--- config.mk ---
export PLATFORM = sky130hd
export DESIGN_NAME = stream_demux
export DESIGN_NICKNAME = d
export VERILOG_FILES = /design/src/rtl/stream_demux_pkg.sv /design/src/rtl/demux_slot.sv /design/src/rtl/stream_demux.sv
export SDC_FILE = /design/constraint.sdc
export NUM_CORES = 1
export LEC_CHECK = 0
export BUFFER_PORTS_ARGS = -buffer_cell sky130_fd_sc_hd__buf_2
export CORE_UTILIZATION = 43
export CTS_CLUSTER_SIZE = 14
export DETAILED_ROUTE_END_ITERATION = 12
export GPL_TIMING_DRIVEN = 0
export HOLD_SLACK_MARGIN = 0.06
export PLACE_DENSITY = 0.82
export SETUP_SLACK_MARGIN = 0.1
export SYNTH_ARGS = -nofsm -noshare
export SYNTH_HDL_FRONTEND = slang
export SYNTH_SLANG_ARGS = --single-unit
--- constraint.sdc ---
create_clock -name clk -period 1.25 [get_ports clk]
set_input_delay 0.25 -clock clk [delete_from_list [all_inputs] [get_ports clk]]
set_output_delay 0.25 -clock clk [all_outputs]
set_load 0.03 [all_outputs]
--- src/rtl/stream_demux_pkg.sv ---
// Shared utility package: ceiling-log2 helper used to size select fields
// (also used by the companion stream mux), plus slot operation encoding.
package stream_demux_pkg;

    // Ceiling of log2(value); returns 0 for value <= 1.
    function automatic int clog2(input int value);
        int result;
        result = 0;
        for (int i = 0; i < 31; i++) begin
            if ((1 << i) < value) begin
                result = i + 1;
            end
        end
        return result;
    endfunction

    // Select width for a given port count, never narrower than one bit.
    function automatic int sel_width(input int ports);
        int w;
        w = clog2(ports);
        return (w < 1) ? 1 : w;
    endfunction

    // What a one-entry slot does on the next clock edge.
    typedef enum logic [1:0] {
        SLOT_HOLD  = 2'd0,
        SLOT_FILL  = 2'd1,
        SLOT_DRAIN = 2'd2
    } slot_op_e;

endpackage

--- src/rtl/demux_slot.sv ---
// One-entry output slot: a valid flag plus a data register. A fill on the
// same edge as a drain wins, so a full slot can be refilled without a bubble.
module demux_slot
    import stream_demux_pkg::*;
#(
    parameter int W = 32
) (
    input  logic         clk,
    input  logic         rst_n,
    input  logic         fill,
    input  logic         drain,
    input  logic [W-1:0] din,
    output logic         valid,
    output logic [W-1:0] dout
);

    logic         valid_reg;
    logic [W-1:0] data_reg;
    slot_op_e     op;

    // Decide the slot operation; a drain only matters when the slot is full.
    always_comb begin
        op = SLOT_HOLD;
        if (fill) begin
            op = SLOT_FILL;
        end else if (drain && valid_reg) begin
            op = SLOT_DRAIN;
        end
    end

    // Slot state; data is left untouched on drain so the output holds its last value.
    always_ff @(posedge clk or negedge rst_n) begin
        if (!rst_n) begin
            valid_reg <= 1'b0;
            data_reg  <= '0;
        end else begin
            case (op)
                SLOT_FILL: begin
                    valid_reg <= 1'b1;
                    data_reg  <= din;
                end
                SLOT_DRAIN: begin
                    valid_reg <= 1'b0;
                end
                default: begin
                    valid_reg <= valid_reg;
                end
            endcase
        end
    end

    assign valid = valid_reg;
    assign dout  = data_reg;

endmodule

--- src/rtl/stream_demux.sv ---
// Stream demultiplexer: routes each input beat to the output port named by
// in_sel. Each port owns an independent one-entry slot; out-of-range selects
// are swallowed and flagged on a sticky error bit.
module stream_demux
    import stream_demux_pkg::*;
#(
    parameter  int W    = 32,
    parameter  int N    = 2,
    localparam int SELW = sel_width(N)
) (
    input  logic            clk,
    input  logic            rst_n,
    input  logic            in_valid,
    output logic            in_ready,
    input  logic [W-1:0]    in_data,
    input  logic [SELW-1:0] in_sel,
    output logic [N-1:0]    out_valid,
    input  logic [N-1:0]    out_ready,
    output logic [N*W-1:0]  out_data,
    output logic            sel_err
);

    logic [N-1:0] sel_hit;
    logic [N-1:0] port_ready;
    logic [N-1:0] fill;
    logic         sel_in_range;
    logic         accept;
    logic         bad_beat;
    logic         sel_err_reg;

    // Per-port decode, readiness and slot instances.
    generate
        for (genvar gi = 0; gi < N; gi++) begin : g_port
            assign sel_hit[gi]    = (in_sel == SELW'(gi));
            assign port_ready[gi] = !out_valid[gi] || out_ready[gi];
            assign fill[gi]       = accept && sel_hit[gi];

            demux_slot #(
                .W(W)
            ) u_slot (
                .clk  (clk),
                .rst_n(rst_n),
                .fill (fill[gi]),
                .drain(out_ready[gi]),
                .din  (in_data),
                .valid(out_valid[gi]),
                .dout (out_data[gi*W +: W])
            );
        end
    endgenerate

    // Only indices below N can produce a hit, so no hit means an invalid select.
    assign sel_in_range = |sel_hit;

    // Input readiness: never during reset, always for a bad select (beat is
    // dropped), otherwise whether the addressed slot is free or draining now.
    always_comb begin
        in_ready = 1'b0;
        if (!rst_n) begin
            in_ready = 1'b0;
        end else if (sel_in_range) begin
            in_ready = |(sel_hit & port_ready);
        end else begin
            in_ready = 1'b1;
        end
    end

    assign accept   = in_valid && in_ready && sel_in_range;
    assign bad_beat = in_valid && in_ready && !sel_in_range;

    // Sticky select-error flag, cleared only by reset.
    always_ff @(posedge clk or negedge rst_n) begin
        if (!rst_n) begin
            sel_err_reg <= 1'b0;
        end else if (bad_beat) begin
            sel_err_reg <= 1'b1;
        end
    end

    assign sel_err = sel_err_reg;

endmodule

==> run summary, run 1 <==
Timing
- **achievable clock frequency** 0.673 GHz
- **RSZ-0062 raised after global routing** true
- **setup slack of the critical path after layout** -0.236 ns
- **setup violators final** 67
- **crit share post-route** 1.19
- **minimum period implied by the final worst setup slack** 1.49 ns
- **clock skew after layout** 0.00558 ns
- **Post-Route Hold Slack** -0.194 ns
- **final hold violations** 66
- **aggregate negative setup slack** -11.21 ns
- **number of slew-limit violations in the final report** 0

Finish
- **post-route cell area** 0.00450 mm²
- **share of layout cells above drive strength 1** 0.762
- **Final Non-Filler Cells** 386
- **Fill cells** 368
- **number of flip-flops in the largest register** 64
- **area of the multi-input gates** 0.00100 mm²
- **Layout Nets** 344
- **n_diodes** 0
- **sequential cell area in the final layout** 0.00165 mm²
- **synthesis-to-finish area growth** 67.2%

GRT
- **GRT Resource Usage Total** 0.188
- **number of antenna violations at the first check in global routing** 0
- **maximum number of pins on one net before global-route repair** 70
- **first-pass GRT wire length** 8.99 mm
- **vias in the first global route** 1810
- **overflow left after global routing** 0

Route
- **via count** 1820
- **total detailed-routing wirelength** 6.77 mm
- **drt first-iter violations** 24
- **vias per cell** 4.72
- **number of remaining DRC errors** 0
- **antenna-violating nets left** 0
- **routed length per placed instance** 17.5 µm
- **Pre-antenna DRT Iters** 3

Synth
- **most frequently used flop master after synthesis** sky130_fd_sc_hd__dfrtp_1
- **number of storage elements in the synthesis netlist** 66
- **average footprint of a synthesized cell** 17.8 µm²
- **cells taking the most area after synthesis** sky130_fd_sc_hd__dfrtp_1 (61%), sky130_fd_sc_hd__mux2_4 (17%), sky130_fd_sc_hd__mux2_2 (13%)
- **summed instance area of the synthesized netlist** 0.00269 mm²
- **Post-synth EDFFs** 0
- **distinct cell type count of the synthesized netlist** 16
- **cell count after synthesis** 151
- **proportion of register bits with asynchronous set or reset after synthesis** 1.00
- **fraction of post-synthesis cell area in the top cell type by area** 0.614
- **Yosys warnings** 0
- **cell taking the most area after synthesis** sky130_fd_sc_hd__dfrtp_1
- **commonest cells in the netlist** sky130_fd_sc_hd__dfrtp_1 (66), sky130_fd_sc_hd__mux2_2 (32), sky130_fd_sc_hd__mux2_4 (30), sky130_fd_sc_hd__buf_4 (4)
- **Mapped Nets** 189
- **most instantiated library cell after synthesis** sky130_fd_sc_hd__dfrtp_1
- **sequential-to-total area share from yosys stat** 0.614

Setup path
- **critical path data arrival time** 1.69 ns
- **maximum fanout along the worst path** 6
- **kind of critical path** flip-flop to flip-flop
- **Critical Path Sink Type** flip-flop
- **required time at the worst-slack endpoint** 1.45 ns
- **number of cells on the worst reg-to-reg path** 6
- **element type at the critical path start** flip-flop

Outcome
- **result of the run** complete, but fails checks
- **violated checks** negative hold slack, negative setup slack

Placement
- **Inst Count DP** 330
- **worst setup slack before clock tree synthesis** -1.09 ns
- **Post-Place Cell Area** 0.00331 mm²
- **total half-perimeter wirelength after legalization and detailed placement** 3.63 mm
- **Port Buffer Count** 104
- **final weighted congestion of routability-driven global placement** 0.700

CTS
- **clk_lat worst skew** 0.33 ns
- **total clock sinks** 66
- **root buffer cell** sky130_fd_sc_hd__clkbuf_8
- **total CTS buffers** 9
- **clock tree from TritonCTS** done
- **CTS H-tree depth** 3
- **Longest Clk Path Bufs** 2
- **clock edge transition at the registers on the reported setup and hold paths** 0.07 ns

Power
- **switching part of the total** 0.305
- **clock share of power** 0.291
- **total design power** 0.00858 W
- **standby leakage power** 2.22 nW
- **Worst IR Drop VDD** 0.00122 V
- **internal power component** 0.00597 W
- **areal power density over the cells** 1910 mW/mm²
- **combinational cell fraction of total power** 0.368
- **Reg power frac** 0.341
- **net switching power** 0.00261 W

Job
- **max capacitance violation total** 0

Die
- **die area** 0.00658 mm²
- **Die W** 81.1 µm
- **starting utilization of the core area** 0.449
- **top-level I/O count** 106
- **row count** 28
- **area inside the core boundary** 0.00599 mm²
- **Die Ht** 81.1 µm

Min path
- **Min-Delay Path Class** input pin to async pin

-- per-layer routing --
layer | part of all wire | GRT usage | vias to the layer above
met3 | 0.055 | 0.0449 | 7
met5 | 0 | 0 | -
met4 | 0.0078 | 0.0696 | 0
li1 | - | - | 835
met2 | 0.52 | 0.324 | 69
met1 | 0.42 | 0.229 | 909
-- worst paths after layout --
kind	from	to	slack [ns]
max in group asynchronous	rst_n	g_port[1].u_slot.dout[11]	1.14
worst min register to register	g_port[0].u_slot.dout[25]	g_port[0].u_slot.dout[25]	0.51
worst max register to register	g_port[1].u_slot.valid	g_port[1].u_slot.dout[19]	-0.24
worst min-delay path	rst_n	g_port[1].u_slot.dout[28]	-0.19
min in group clk	in_data[17]	g_port[1].u_slot.dout[17]	0.16
worst max-delay path	g_port[1].u_slot.valid	g_port[1].u_slot.dout[19]	-0.24
-- layout make-up --
class / instances / area share
well taps: 75 / 0.0209
clock inverters: 4 / 0.0267
clock buffers: 12 / 0.0367
plain buffers: 10 / 0.0348
repair buffers: 144 / 0.290
flip-flops and latches: 66 / 0.367
multi-input cells: 75 / 0.223
-- power by group through the flow --
stage	Clock (W)	Sequential, W	Combinational [W]
global placement	0	0.00283	0.00215
finish	0.00250	0.00293	0.00316
floorplan	0	0.00373	0.000620
detailed placement	0	0.00284	0.00220
global route	0.00265	0.00298	0.00331
CTS	0.00252	0.00284	0.00263
-- layout by cell type (no fill, tap or decap) --
master                      instances
sky130_fd_sc_hd__o21ai_0            1
sky130_fd_sc_hd__conb_1             1
sky130_fd_sc_hd__nand2_1            2
sky130_fd_sc_hd__mux2_2            12
sky130_fd_sc_hd__buf_16             1
sky130_fd_sc_hd__nor2b_4            1
sky130_fd_sc_hd__buf_2             37
sky130_fd_sc_hd__clkbuf_16          1
sky130_fd_sc_hd__dfrtp_1           66
sky130_fd_sc_hd__nand3_2            1
sky130_fd_sc_hd__bufinv_16          4
sky130_fd_sc_hd__buf_6             62
sky130_fd_sc_hd__buf_8              2
sky130_fd_sc_hd__o211a_1            1
sky130_fd_sc_hd__nand3b_1           1
sky130_fd_sc_hd__nand2b_1           2
sky130_fd_sc_hd__buf_12             9
sky130_fd_sc_hd__clkbuf_8          12
sky130_fd_sc_hd__buf_4             42
sky130_fd_sc_hd__nor3b_4            1
sky130_fd_sc_hd__mux2_4            52
-- critical path, cell delays in order (launching register included) --
cell	delay, ns
sky130_fd_sc_hd__dfrtp_1	0.41
sky130_fd_sc_hd__nand2b_1	0.10
sky130_fd_sc_hd__nor2b_4	0.16
sky130_fd_sc_hd__buf_8	0.15
sky130_fd_sc_hd__buf_12	0.12
sky130_fd_sc_hd__buf_12	0.12
sky130_fd_sc_hd__mux2_4	0.30
-- cell families after synthesis --
group,after synthesis,share of synthesized area
AOI/OAI and AO/OA,2,0.00558
other,1,0.00139
buffers and inverters,10,0.0460
muxes,64,0.310
DFF,66,0.614
and+or+nand+nor,8,0.0233
-- stage by stage --
| stage | hold slack [ns] | utilization |
|---|---|---|
| floorplan | -0.0456 | - |
| global placement | 0.465 | 0.553 |
| detailed placement | 0.414 | 0.553 |
| CTS | -0.181 | 0.683 |
| global route | -0.174 | 0.751 |
| finish | -0.194 | 0.751 |
-- timing repair --
| action | in CTS | in global routing |
|---|---|---|
| resized for setup | 81 | 110 |
| setup buffers | 19 | 19 |
| endpoints found under the hold margin | 66 | 66 |
| cloned | 3 | 1 |
| endpoints found under the setup margin | 103 | 125 |
(Power assumes the default switching activity.)
==> run 2, diff against run 1 <==
--- a/config.mk
+++ b/config.mk
@@ -6,6 +6,7 @@
 export NUM_CORES = 1
 export LEC_CHECK = 0
 export BUFFER_PORTS_ARGS = -buffer_cell sky130_fd_sc_hd__buf_2
+export CORE_ASPECT_RATIO = 2
 export CORE_UTILIZATION = 43
 export CTS_CLUSTER_SIZE = 14
 export DETAILED_ROUTE_END_ITERATION = 12
==> run 2 against run 1 <==
  * The run ends with design-rule violations, negative hold slack, negative setup slack left
  * Combinational power shrank 8.5%
  * Sequential share of layout area up 1.2 points
  * Wire length decreased by 2.0%
  * Sequential power hardly changed
  * Final cell count is 6.2% lower
  * Register-to-register slack about the same
  * Clock skew rose by 0.0018 ns
  * Clock power about the same
  * First-iteration DRC count rose to 3.9 times the previous value
  * Global-route usage increased by 1.1 points
  * Critical path type is now flip-flop to output port
  * Largest power group is now sequential cells
==> run summary, run 2 (synthesized netlist as in run 1, its figures left out) <==
Power
- **total design power** 0.00828 W, was 0.00858 W
- **switching part of the total** 0.312, was 0.305
- **combinational cell fraction of total power** 0.349, was 0.368
- **clock share of power** 0.301, was 0.291
- **standby leakage power** 2.16 nW, was 2.22 nW
- **internal power component** 0.00569 W, was 0.00597 W
- **Worst IR Drop VDD** 0.00116 V, was 0.00122 V
- **areal power density over the cells** 1900 mW/mm², was 1910 mW/mm²
- **net switching power** 0.00259 W, was 0.00261 W
- **Reg power frac** 0.350, was 0.341

Route
- **via count** 1800, was 1820
- **total detailed-routing wirelength** 6.63 mm, was 6.77 mm
- **number of remaining DRC errors** 6, was 0
- **drt first-iter violations** 94, was 24
- **antenna-violating nets left** 0, unchanged
- **Pre-antenna DRT Iters** 8, was 3
- **routed length per placed instance** 18.3 µm, was 17.5 µm
- **vias per cell** 4.97, was 4.72

GRT
- **grt met2 use** 0.341, was 0.324
- **GRT Resource Usage Total** 0.199, was 0.188
- **number of antenna violations at the first check in global routing** 1, was 0
- **met1 demand-to-capacity share in global routing** 0.206, was 0.229
- **most heavily used metal layer in global routing** met2, unchanged
- **vias in the first global route** 1837, was 1810
- **overflow left after global routing** 0, unchanged
- **met3 Usage GRT** 0.0612, was 0.0449
- **first-pass GRT wire length** 9.40 mm, was 8.99 mm
- **maximum number of pins on one net before global-route repair** 70, unchanged

Placement
- **total half-perimeter wirelength after legalization and detailed placement** 3.84 mm, was 3.63 mm
- **final weighted congestion of routability-driven global placement** 0.732, was 0.700
- **Post-Place Cell Area** 0.00330 mm², was 0.00331 mm²
- **Port Buffer Count** 104, unchanged
- **worst setup slack before clock tree synthesis** -1.07 ns, was -1.09 ns

Finish
- **Layout Nets** 331, was 344
- **commonest cells after routing, fill and taps aside** sky130_fd_sc_hd__dfrtp_1 (66), sky130_fd_sc_hd__mux2_4 (58), sky130_fd_sc_hd__buf_2 (49), sky130_fd_sc_hd__buf_6 (45), sky130_fd_sc_hd__buf_4 (32), was sky130_fd_sc_hd__dfrtp_1 (66), sky130_fd_sc_hd__buf_6 (62), sky130_fd_sc_hd__mux2_4 (52), sky130_fd_sc_hd__buf_4 (42), sky130_fd_sc_hd__buf_2 (37)
- **share of layout cells above drive strength 1** 0.742, was 0.762
- **number of flip-flops in the largest register** 64, unchanged
- **most common cell after layout, fill and taps aside** sky130_fd_sc_hd__dfrtp_1, unchanged
- **post-route cell area** 0.00435 mm², was 0.00450 mm²
- **synthesis-to-finish area growth** 61.9%, was 67.2%

Timing
- **minimum period implied by the final worst setup slack** 1.51 ns, was 1.49 ns
- **setup violators final** 65, was 67
- **setup slack of the critical path after layout** -0.262 ns, was -0.236 ns
- **Post-Route Hold Slack** -0.193 ns, was -0.194 ns
- **clock skew after layout** 0.00734 ns, was 0.00558 ns
- **RSZ-0062 raised after global routing** true, unchanged
- **crit share post-route** 1.21, was 1.19
- **number of slew-limit violations in the final report** 0, unchanged
- **final hold violations** 66, unchanged
- **achievable clock frequency** 0.661 GHz, was 0.673 GHz

CTS
- **total CTS buffers** 9, unchanged
- **clock edge transition at the registers on the reported setup and hold paths** 0.05 ns, was 0.07 ns
- **clk_lat worst skew** 0.33 ns, about the same
- **root buffer cell** sky130_fd_sc_hd__clkbuf_16, was sky130_fd_sc_hd__clkbuf_8
- **CTS H-tree depth** 3, unchanged
- **total clock sinks** 66, unchanged
- **clock tree from TritonCTS** done, unchanged
- **Longest Clk Path Bufs** 2, unchanged

Outcome
- **violated checks** design-rule violations, negative hold slack, negative setup slack, was negative hold slack, negative setup slack
- **result of the run** complete, but fails checks, unchanged

Setup path
- **element type at the critical path start** flip-flop, unchanged
- **kind of critical path** flip-flop to output port, was flip-flop to flip-flop
- **number of cells on the worst reg-to-reg path** 5, was 6
- **required time at the worst-slack endpoint** 1.00 ns, was 1.45 ns
- **Critical Path Sink Type** output port, was flip-flop
- **maximum fanout along the worst path** 3, was 6
- **critical path data arrival time** 1.26 ns, was 1.69 ns

Min path
- **Min-Delay Path Class** input pin to async pin, unchanged

Die
- **top-level I/O count** 106, unchanged
- **row count** 40, was 28
- **starting utilization of the core area** 0.448, was 0.449
- **die area** 0.00660 mm², was 0.00658 mm²
- **area inside the core boundary** 0.00601 mm², was 0.00599 mm²
- **Die Ht** 114 µm, was 81.1 µm
- **Die W** 57.9 µm, was 81.1 µm

Job
- **max capacitance violation total** 0, unchanged

==> run 2: changes by cell type in the layout (fill, tap and decap cells not counted), sizes merged <==
cell,before,now
buf,153,139
clkinv,0,1
diode,0,1
bufinv,4,1
clkbuf,13,16
==> run 2: path summary, 6_finish.rpt <==
path                                           startpoint  slack [ns]                        end
worst max-delay path               g_port[0].u_slot.valid       -0.26                   in_ready
worst min-delay path                                rst_n       -0.19  g_port[0].u_slot.dout[22]
worst max register to register     g_port[0].u_slot.valid       -0.24  g_port[0].u_slot.dout[10]
worst min register to register  g_port[0].u_slot.dout[13]        0.50  g_port[0].u_slot.dout[13]
max in group asynchronous                           rst_n        1.14  g_port[0].u_slot.dout[15]
min in group clk                              in_data[15]        0.17  g_port[1].u_slot.dout[15]
==> run 2: power groups by stage <==
stage	sequential, W	clock, W	combinational, W
final	0.00290	0.00249	0.00289
after global routing	0.00293	0.00265	0.00301
after CTS	0.00282	0.00253	0.00239
after detailed placement	0.00284	0	0.00221
after global placement	0.00282	0	0.00217
after floorplan	0.00373	0	0.000620
==> run 2: repair_timing <==
action / in CTS / in global routing
cloned: 4 / 2
gates resized for setup: 44 / 138
hold endpoints to repair: 66 / 66
endpoints found under the setup margin: 76 / 112
buffers inserted: 10 / 14
==> run 2: routing by layer <==
metal,vias up,part of all wire
li1,811,-
met1,915,0.36
met2,59,0.58
met3,15,0.035
met4,0,0.027
met5,-,0
==> run 2: final cells by class <==
| type | count | area, µm² |
|---|---|---|
| sequential | 66 | 1650 |
| fill | 381 | 1650 |
| timing repair buffer | 132 | 1150 |
| multi-input combinational | 75 | 1030 |
| clock buffer | 14 | 264 |
| buffer | 9 | 144 |
| tap | 63 | 78.8 |
| clock inverter | 2 | 35.0 |
| antenna | 1 | 2.50 |
==> run 2: stage by stage <==
stage / instances / utilization / TNS (ns)
global placement: 318 / 0.549 / -114.93
floorplan: 151 / - / -5.31
detailed placement: 318 / 0.549 / -60.28
CTS: 348 / 0.656 / -12.90
finish: 362 / 0.725 / -12.64
global route: 362 / 0.725 / -16.86
==> run 2: worst max-delay path, cell delays in order (launching register included) <==
cell and delay, ns:
sky130_fd_sc_hd__dfrtp_1 0.36, sky130_fd_sc_hd__nand2b_1 0.10, sky130_fd_sc_hd__buf_4 0.14, sky130_fd_sc_hd__o211a_1 0.20, sky130_fd_sc_hd__buf_6 0.14
